**src/rtl/lfo_if.sv**
```systemverilog
// lfo_if: control/status bundle between the register file and one lfo_mod.
//   master : register-file side. It drives enable, mode, depth, speed and
//            retrigger (and onset_delay when LFO_ONSET_DELAY_EN is defined),
//            and it receives lfo_o and tick_o.
//   slave  : lfo_mod side, with the opposite directions.
// Signalling: these are level controls sampled on every clk edge. The only
// pulse is retrigger, which is meant to be high for exactly one cycle.
// There is no valid/ready handshake because every input is sampled each
// cycle. tick_o marks the cycle in which lfo_o holds a new value.
// Optional macro LFO_ONSET_DELAY_EN adds onset_delay [7:0].
interface lfo_if #(
  parameter int DEPTH_W = 4,
  parameter int SPEED_W = 8
);
  logic                    enable;
  logic [1:0]              mode;
  logic [DEPTH_W-1:0]      depth;
  logic [SPEED_W-1:0]      speed;
  logic                    retrigger;
`ifdef LFO_ONSET_DELAY_EN
  logic [7:0]              onset_delay;
`endif
  logic signed [DEPTH_W:0] lfo_o;
  logic                    tick_o;

`ifdef LFO_ONSET_DELAY_EN
  modport master (output enable, mode, depth, speed, retrigger, onset_delay,
                  input  lfo_o, tick_o);
  modport slave  (input  enable, mode, depth, speed, retrigger, onset_delay,
                  output lfo_o, tick_o);
`else
  modport master (output enable, mode, depth, speed, retrigger,
                  input  lfo_o, tick_o);
  modport slave  (input  enable, mode, depth, speed, retrigger,
                  output lfo_o, tick_o);
`endif
endinterface

```
**src/rtl/lfo_mod.sv**
```systemverilog
// lfo_mod: per-channel low-frequency oscillator. It produces a signed offset
// in the range -depth..+depth. The waveform is selected by mode:
// 0 triangle, 1 saw-up, 2 square, 3 sample-and-hold noise.
// Ports:
//   clk  system clock
//   rst  synchronous reset, active low
//   bus  lfo_if.slave, carrying enable, mode, depth, speed, retrigger,
//        lfo_o (registered signed offset) and tick_o (new-value pulse)
// The phase advances once per prescaler tick, every speed+1 enabled cycles.
// Optional macro LFO_ONSET_DELAY_EN holds the output at 0 for onset_delay
// ticks after a retrigger or after a rising edge of enable.
module lfo_mod #(
  parameter int          DEPTH_W   = 4,
  parameter int          SPEED_W   = 8,
  parameter logic [15:0] LFSR_SEED = 16'hACE1
) (
  input  logic clk,
  input  logic rst,
  lfo_if.slave bus
);
  localparam int VW = DEPTH_W + 1;
  typedef logic signed [VW-1:0] val_t;
  localparam val_t ONE = val_t'(1);

  logic [SPEED_W-1:0] div_d, div_q;
  val_t               val_d, val_q;
  logic               dir_d, dir_q;     // 0 = rising, 1 = falling
  logic [15:0]        lfsr_d, lfsr_q;
  val_t               lfo_d, lfo_q;
  logic               tick_d, tick_q;

  val_t        depth_s, ndepth_s, clamp_v, sample_v, step_v, wave_v;
  logic        dir_step, tick_due;
  logic [15:0] lfsr_adv;

`ifdef LFO_ONSET_DELAY_EN
  logic [7:0] onset_d, onset_q, onset_eff;
  logic       en_prev_d, en_prev_q;
`endif

  function automatic val_t clamp_fn(input val_t v, input val_t hi, input val_t lo);
    if (v > hi)      return hi;
    else if (v < lo) return lo;
    else             return v;
  endfunction

  assign depth_s  = $signed({1'b0, bus.depth});
  assign ndepth_s = -depth_s;
  // A lowered depth takes effect on the held value before the mode step.
  assign clamp_v  = clamp_fn(val_q, depth_s, ndepth_s);
  // This is a Galois LFSR with taps 16,14,13,11, which is mask 0xB400 on a right shift.
  assign lfsr_adv = {1'b0, lfsr_q[15:1]} ^ (lfsr_q[0] ? 16'hB400 : 16'h0000);
  assign sample_v = clamp_fn($signed(lfsr_adv[DEPTH_W:0]), depth_s, ndepth_s);

  // This block computes the next phase value for one tick. The square wave
  // reuses the triangle phase.
  always_comb begin
    step_v   = clamp_v;
    dir_step = dir_q;
    wave_v   = clamp_v;
    case (bus.mode)
      2'd0, 2'd2: begin
        if (depth_s != '0) begin
          if (!dir_q) begin
            if (clamp_v < depth_s) step_v = clamp_v + ONE;
            else begin
              dir_step = 1'b1;
              step_v   = clamp_v - ONE;
            end
          end else begin
            if (clamp_v > ndepth_s) step_v = clamp_v - ONE;
            else begin
              dir_step = 1'b0;
              step_v   = clamp_v + ONE;
            end
          end
        end
      end
      2'd1:    step_v = (clamp_v >= depth_s) ? ndepth_s : clamp_v + ONE;
      default: step_v = sample_v;
    endcase
    if (bus.mode == 2'd2) wave_v = dir_step ? ndepth_s : depth_s;
    else                  wave_v = step_v;
  end

  always_comb begin
    div_d    = div_q;
    val_d    = val_q;
    dir_d    = dir_q;
    lfsr_d   = lfsr_q;
    lfo_d    = lfo_q;
    tick_d   = 1'b0;
    tick_due = (div_q == bus.speed);
`ifdef LFO_ONSET_DELAY_EN
    // A rising edge of enable loads the delay and also allows that same cycle's tick to be consumed.
    en_prev_d = bus.enable;
    onset_eff = (bus.enable && !en_prev_q) ? bus.onset_delay : onset_q;
    onset_d   = onset_eff;
`endif
    if (!bus.enable) begin
      div_d = '0;
      val_d = '0;
      dir_d = 1'b0;
      lfo_d = '0;
`ifdef LFO_ONSET_DELAY_EN
      onset_d = '0;
`endif
    end else if (bus.retrigger) begin
      div_d  = '0;
      dir_d  = 1'b0;
      val_d  = (bus.mode == 2'd1) ? ndepth_s : '0;
      lfo_d  = val_d;
      tick_d = 1'b1;
`ifdef LFO_ONSET_DELAY_EN
      onset_d = bus.onset_delay;
      if (bus.onset_delay != 8'd0) begin
        lfo_d  = '0;
        tick_d = 1'b0;
      end
`endif
    end else if (tick_due) begin
      div_d = '0;
`ifdef LFO_ONSET_DELAY_EN
      // During onset the tick only counts down the delay, and the phase stays frozen.
      if (onset_eff != 8'd0) begin
        onset_d = onset_eff - 8'd1;
        lfo_d   = '0;
      end else
`endif
      begin
        val_d  = step_v;
        dir_d  = dir_step;
        lfo_d  = wave_v;
        tick_d = 1'b1;
        if (bus.mode == 2'd3) lfsr_d = lfsr_adv;
      end
    end else begin
      div_d = div_q + 1'b1;
    end
  end

  always_ff @(posedge clk) begin
    if (!rst) begin
      div_q  <= '0;
      val_q  <= '0;
      dir_q  <= 1'b0;
      lfsr_q <= LFSR_SEED;
      lfo_q  <= '0;
      tick_q <= 1'b0;
`ifdef LFO_ONSET_DELAY_EN
      onset_q   <= '0;
      en_prev_q <= 1'b0;
`endif
    end else begin
      div_q  <= div_d;
      val_q  <= val_d;
      dir_q  <= dir_d;
      lfsr_q <= lfsr_d;
      lfo_q  <= lfo_d;
      tick_q <= tick_d;
`ifdef LFO_ONSET_DELAY_EN
      onset_q   <= onset_d;
      en_prev_q <= en_prev_d;
`endif
    end
  end

  assign bus.lfo_o  = lfo_q;
  assign bus.tick_o = tick_q;
endmodule

```
**src/flat_wrapper.sv**
```systemverilog
// flat-port wrapper written by rule: the top's interface ports become plain ports
module lfo_mod_flat 
#(
  parameter int          DEPTH_W   = 4,
  parameter int          SPEED_W   = 8,
  parameter logic [15:0] LFSR_SEED = 16'hACE1
)
  (clk, rst, bus_enable, bus_mode, bus_depth, bus_speed, bus_retrigger, bus_lfo_o, bus_tick_o);
  lfo_if #(.DEPTH_W(DEPTH_W), .SPEED_W(SPEED_W)) bus_i ();
  input  logic clk;
  input  logic rst;
  input wire logic [$bits(bus_i.enable)-1:0] bus_enable;
  input wire logic [$bits(bus_i.mode)-1:0] bus_mode;
  input wire logic [$bits(bus_i.depth)-1:0] bus_depth;
  input wire logic [$bits(bus_i.speed)-1:0] bus_speed;
  input wire logic [$bits(bus_i.retrigger)-1:0] bus_retrigger;
  output wire logic [$bits(bus_i.lfo_o)-1:0] bus_lfo_o;
  output wire logic [$bits(bus_i.tick_o)-1:0] bus_tick_o;
  assign bus_i.enable = bus_enable;
  assign bus_i.mode = bus_mode;
  assign bus_i.depth = bus_depth;
  assign bus_i.speed = bus_speed;
  assign bus_i.retrigger = bus_retrigger;
  assign bus_lfo_o = bus_i.lfo_o;
  assign bus_tick_o = bus_i.tick_o;
  lfo_mod #(.DEPTH_W(DEPTH_W), .SPEED_W(SPEED_W), .LFSR_SEED(LFSR_SEED)) u_core (.clk(clk), .rst(rst), .bus(bus_i));
endmodule
```
**config.mk**
```make
export PLATFORM = sky130hd
export DESIGN_NAME = lfo_mod_flat
export DESIGN_NICKNAME = d
export VERILOG_FILES = /design/src/rtl/lfo_if.sv /design/src/rtl/lfo_mod.sv /design/src/flat_wrapper.sv
export SDC_FILE = /design/constraint.sdc
export NUM_CORES = 1
export LEC_CHECK = 0
export CAP_MARGIN = 15
export CORE_MARGIN = 10
export CORE_UTILIZATION = 57
export CTS_CLUSTER_DIAMETER = 40
export DETAILED_ROUTE_END_ITERATION = 10
export PLACE_DENSITY = 0.78
export SLEW_MARGIN = 20
export SYNTH_ARGS = -nofsm -noshare
export SYNTH_HDL_FRONTEND = slang
export SYNTH_SLANG_ARGS = --single-unit
```
**constraint.sdc**
```tcl
create_clock -name clk -period 6.8 [get_ports clk]
set_input_delay 1.36 -clock clk [delete_from_list [all_inputs] [get_ports clk]]
set_output_delay 1.36 -clock clk [all_outputs]
set_load 0.05 [all_outputs]
```
Yosys cells after proc, flatten, opt, wreduce, memory -nomap -nowiden:

Cells that the tools add are included.

* register bits after elaboration: 36
* input bits: 18
* output and inout port bits: 6

* multiplexer cells: 25
* order comparisons: 7
* add/subtract/negate cells: 4
* bitwise gates (word level): 4
* eq/ne operators: 4
* reduce and logical (&&, ||, !) cells: 8

Operators by type and width (number)
* 2-to-1 mux 5 bit: 16
* 2-to-1 mux 16 bit: 1
* bitwise XOR 15 x 16 -> 16 bit: 1
* greater-than comparator 5 bit: 3
* less-than comparator 5 bit: 3
* one-hot mux 5 bit (2 select lines): 1
* adder 8 x 1 -> 8 bit, second input constant: 1
* == test 8 bit: 1
* 2-to-1 mux 1 bit: 7
* adder 5 x 2 -> 5 bit, second input constant: 1
* greater-or-equal comparator 5 bit: 1
* negation 4 -> 5 bit: 1
* nonzero test 5 bit: 1
* subtractor 5 x 2 -> 5 bit, second input constant: 1
* == test 2 bit, second input constant: 2
* AND reduction 4 bit: 1
* OR reduction 4 bit: 1
* inverter 1 bit: 3
* OR reduction 3 bit: 1
* == test 2 x 1 -> 1 bit, second input constant: 1
* zero test 2 bit: 1
* AND reduction 2 bit: 1
* nonzero test 2 bit: 1
* OR reduction 2 bit: 1

Longest topological paths before layout:

* word-level depth: 13
* gate-level depth with buffers: 23
* gate-level depth less buffers: 22

Worst setup path before layout:

OpenSTA, ideal clock, no wires.

* path type: input -> register
* from: input port bus_depth[1]
* to: register u_core.val_q[4]
* data arrival time: 5.974 ns
* setup time: 0.069 ns
* slack: 0.757 ns
* path buffers: 1
* cell stages on the path: 23
* cells stage by stage: inv_1 ha_1 buf_2 nand3_1 inv_2 ha_1 nor3b_1 nor3b_2 a31oi_4 nand3_4 mux2_2 a21oi_4 inv_2 ha_1 o21ai_0 nand2b_1 a21oi_1 a21oi_4 or4_1 nand3_1 a21oi_1 a311o_1 o21ai_1

* word-level cells in the longest chain between the ends: 11

RTL lines
* start: declaration: line flat_wrapper.sv:14 `input wire logic [$bits(bus_i.depth)-1:0] bus_depth;`
* negation 4 -> 5 bit: line lfo_mod.sv:48 `assign ndepth_s = -depth_s;`
* less-than comparator 5 bit: line lfo_mod.sv:43 `else if (v < lo) return lo;`
* 2-to-1 mux 5 bit: line lfo_mod.sv:43
* 2-to-1 mux 5 bit: line lfo_mod.sv:42 `if (v > hi) return hi;`
* subtractor 5 x 2 -> 5 bit, or another cell as far along: line lfo_mod.sv:68, lfo_mod.sv:71
* 2-to-1 mux 5 bit, on equally long branches: line lfo_mod.sv:65, lfo_mod.sv:71
* 2-to-1 mux 5 bit: line lfo_mod.sv:64 `if (!dir_q) begin`
* 2-to-1 mux 5 bit: line lfo_mod.sv:63 `if (depth_s != '0) begin`
* one-hot mux 5 bit (2 select lines): line lfo_mod.sv:61 `case (bus.mode)`
* 2-to-1 mux 5 bit: line lfo_mod.sv:121 `end else if (tick_due) begin`
* 2-to-1 mux 5 bit *: line lfo_mod.sv:108 `end else if (bus.retrigger) begin`
* end signal: assignment: line lfo_mod.sv:156 `val_q <= val_d;`
* end: declaration: line lfo_mod.sv:26 `val_t val_d, val_q;`

Every way passes the cells marked *; elsewhere a longest branch is shown, timed or not. The select of a mux whose other input is x is not followed.
A chain may end at the register's enable or synchronous reset.

Worst setup path after layout:

Same ends and word-level chain as after synthesis.

==> metrics.cfg <==
[timing]
finalSetupViolCount = 0
rsz0062_at_grt = no
worst_pin_slew_ps = 822
timing.fmax_mhz = 157
hold_violations = 0
period_minus_slack_ps = 6380
slew_violations = 0
skew_ps = 9.22
maxSlewHeadroom = 0.452
finalCritPeriodShare = 0.939
finalSetupTns_ps = 0

[clock_tree]
numCtsBuffers = 5
post_cts_resized = 0
cts_setup_buffers = 0
cts.sinks = 36
clk_path_buf_depth = 2
clk_pin_slew_worst_paths_ps = 70
h-tree-depth = 2
cts_tree = yes
ctsHoldBuffers = 0
clock_latency_ps = 290
cts_root_buffer = clkbuf_8

[synthesis]
syn-cell-area_sq_um = 3190
synthCells = 388
synthAdderAreaFrac = 0.0863
synth_top_cell_area_share = 0.226
yosys_warnings = 0
muxShareOfSynthArea = 0.0777
synth.area.top_cells = dfxtp_1 23%, ha_1 8.6%, mux2i_1 5.6%, xnor2_1 5.2%, nand2_1 4.6%
yosysMostFrequentCell = nand2_1
synth-compound-area-share = 0.272
synth_flop_cell = dfxtp_1
synth_top_family_by_area = compound AO/OA/AOI/OAI gates
seq_area_frac_synth = 0.226
synth_xor_area_frac = 0.0683
ys_ff_latch = 36
synth_nets = 428
yosys.area_share.simple = 0.227
synth.largest_area_cell = dfxtp_1
synth_common_cells = 39 x nand2_1, 36 x dfxtp_1, 24 x nor2_1
synth_cell_types = 77
synth_edf_count = 0
syn_area_per_cell_sq_um = 8.22
async_reset_ff_frac = 0

[critical_path]
crit_type = in2reg
cpMostUsedCell = ha_1
critPathCaptureType = flip-flop
r2r_slack_ps = 2180
crit_buf_inv = 4
cp_slowest_cell = clkdlybuf4s50_1
required_ps = 7030
start_kind = input port
crit_chain = clkdlybuf4s50_1, inv_1, ha_1, inv_1, ha_1, nor2b_1, o31ai_2, nand4_1, nand3_4, mux2_2, a21oi_4, inv_2, ha_1, o21ai_0, nand2b_1, a21oi_1, a21oi_4, or4_1, nand3_1, a21oi_1, a311o_1, o21ai_1
path_max_fanout = 10
max_stage_delay_ps = 510
critical-path-top-delay-family = compound AO/OA/AOI/OAI gates
arrival_ps = 6610

[route]
antenna_left = 0
via_count = 3110
wl_um = 8640
viasPerCell = 6.33
drt_pass1_iterations = 5
drc = 0
wl_per_cell_um = 17.6
drtIter0Drc = 267

[floorplan]
rows = 27
die_w_um = 94.8
dieArea_sq_um = 8990
die_y_um = 94.8
start_util = 0.583
core_sq_um = 5470
num_io_pins = 24

[min_path]
hold_path.class = reg2reg

[job]
cap_violations = 0

[finish]
drive_gt1_frac = 0.122
nNetsFinal = 458
synthToLayoutAreaGrowth_pct = 14.3
n_fill_cell = 491
final_util = 0.666
num_antenna_cells = 0

[place]
gp_congestion = 0.971
io_buffer_count = 23
place_hpwl_um = 6750

[global_route]
grt_max_degree = 20
grt_pass1_vias = 3116
grt.total_usage = 0.199
grt_pass1_wl_um = 14700
antenna_found_initial = 0
grt_overflow = 0

[pwr]
p_leak_nw = 1.41
power_density_nw_per_um2 = 156
vdd_ir_drop_max_uv = 215

[outcome]
status = completed

## stage by stage
step | hold slack, ps | power [mW] | std cells | setup slack (ps) | area (sq um)
finish | 462 | 0.570 | 491 | 416 | 3650
global route | 505 | 0.600 | 491 | 84.1 | 3650
CTS | 463 | 0.570 | 491 | 479 | 3650
detailed placement | 449 | 0.424 | 483 | 186 | 3560
global placement | 449 | 0.421 | 483 | 354 | 3560
floorplan | 437 | 0.367 | 388 | 757 | 3190
## path summary, 6_finish.rpt
check,from,endpoint,cells after the start
max reg2reg,u_core.val_q[1],u_core.val_q[4],18
min,u_core.bus.lfo_o[0],u_core.bus.lfo_o[0],2
min reg2reg,u_core.bus.lfo_o[0],u_core.bus.lfo_o[0],2
max,bus_depth[1],u_core.val_q[4],22
## where the power goes
| part | switching [mW] | internal [mW] | total (mW) |
|---|---|---|---|
| Clock | 0.0747 | 0.0713 | 0.146 |
| Combinational | 0.119 | 0.0880 | 0.207 |
| Sequential | 0.00302 | 0.214 | 0.217 |
## worst register-to-register path, delay by kind of cell (launching register included)
family	cells	cell delay, ps
multiplexers	1	370
flip-flops	1	440
AND/OR/NAND/NOR	6	1330
adder cells (fa/ha/maj)	2	580
buffers and inverters	1	130
AO/OA/AOI/OAI	8	1720
## metal layers
layer | GRT usage | vias up | part of all wire
li1 | - | 1503 | -
met1 | 0.235 | 1434 | 0.42
met2 | 0.332 | 139 | 0.47
met3 | 0.0301 | 34 | 0.065
met4 | 0.118 | 0 | 0.046
met5 | 0 | - | 0
## placed cells by master (no fill, tap or decap), drive strengths merged, types with 3 or more instances in the layout
master          n
a41oi           3
o221ai          3
o21ai          26
o21a            4
nor2           24
xor2            5
nand2b          7
o31a            3
a21o            5
nor2b          16
inv            19
a21oi          20
nor4            7
nand2          39
nand4           6
and3            7
ha             22
dfxtp          36
mux2i          19
or2             4
a211oi          5
clkdlybuf4s50  23
o31ai           6
mux2            4
a31oi           9
o211a           3
nand3           8
clkbuf          5
o211ai          6
buf            14
xnor2          19
clkinv          4
nor3            8
## layout make-up
type                            count  area [sq um]  area share
Multi-Input combinational cell    318          2340       0.641
Sequential cell                    36           721       0.198
Timing Repair Buffer               37           335      0.0920
Tap cell                           72          90.1      0.0247
Inverter                           20          75.1      0.0206
Clock buffer                        5          68.8      0.0189
Clock inverter                      3          18.8     0.00515
## state kept, by name (all words and copies together) (netlist names)
signal,cells
u_core.dir_q,1
u_core.val_q,5
u_core.bus.tick_o,1
u_core.lfsr_q,16
u_core.bus.lfo_o,5
u_core.div_q,8
## cell families (layout without fill, tap and decap cells)
kind of cell | after synthesis | in the layout
xor gates and xnor gates | 24 | 24
adders and majority gates | 22 | 22
AOI/OAI and AO/OA | 114 | 114
DFF | 36 | 36
and+or+nand+nor | 135 | 135
muxes | 23 | 23
buffers and inverters | 34 | 65
Note: power is estimated with default switching activity, not from simulation.
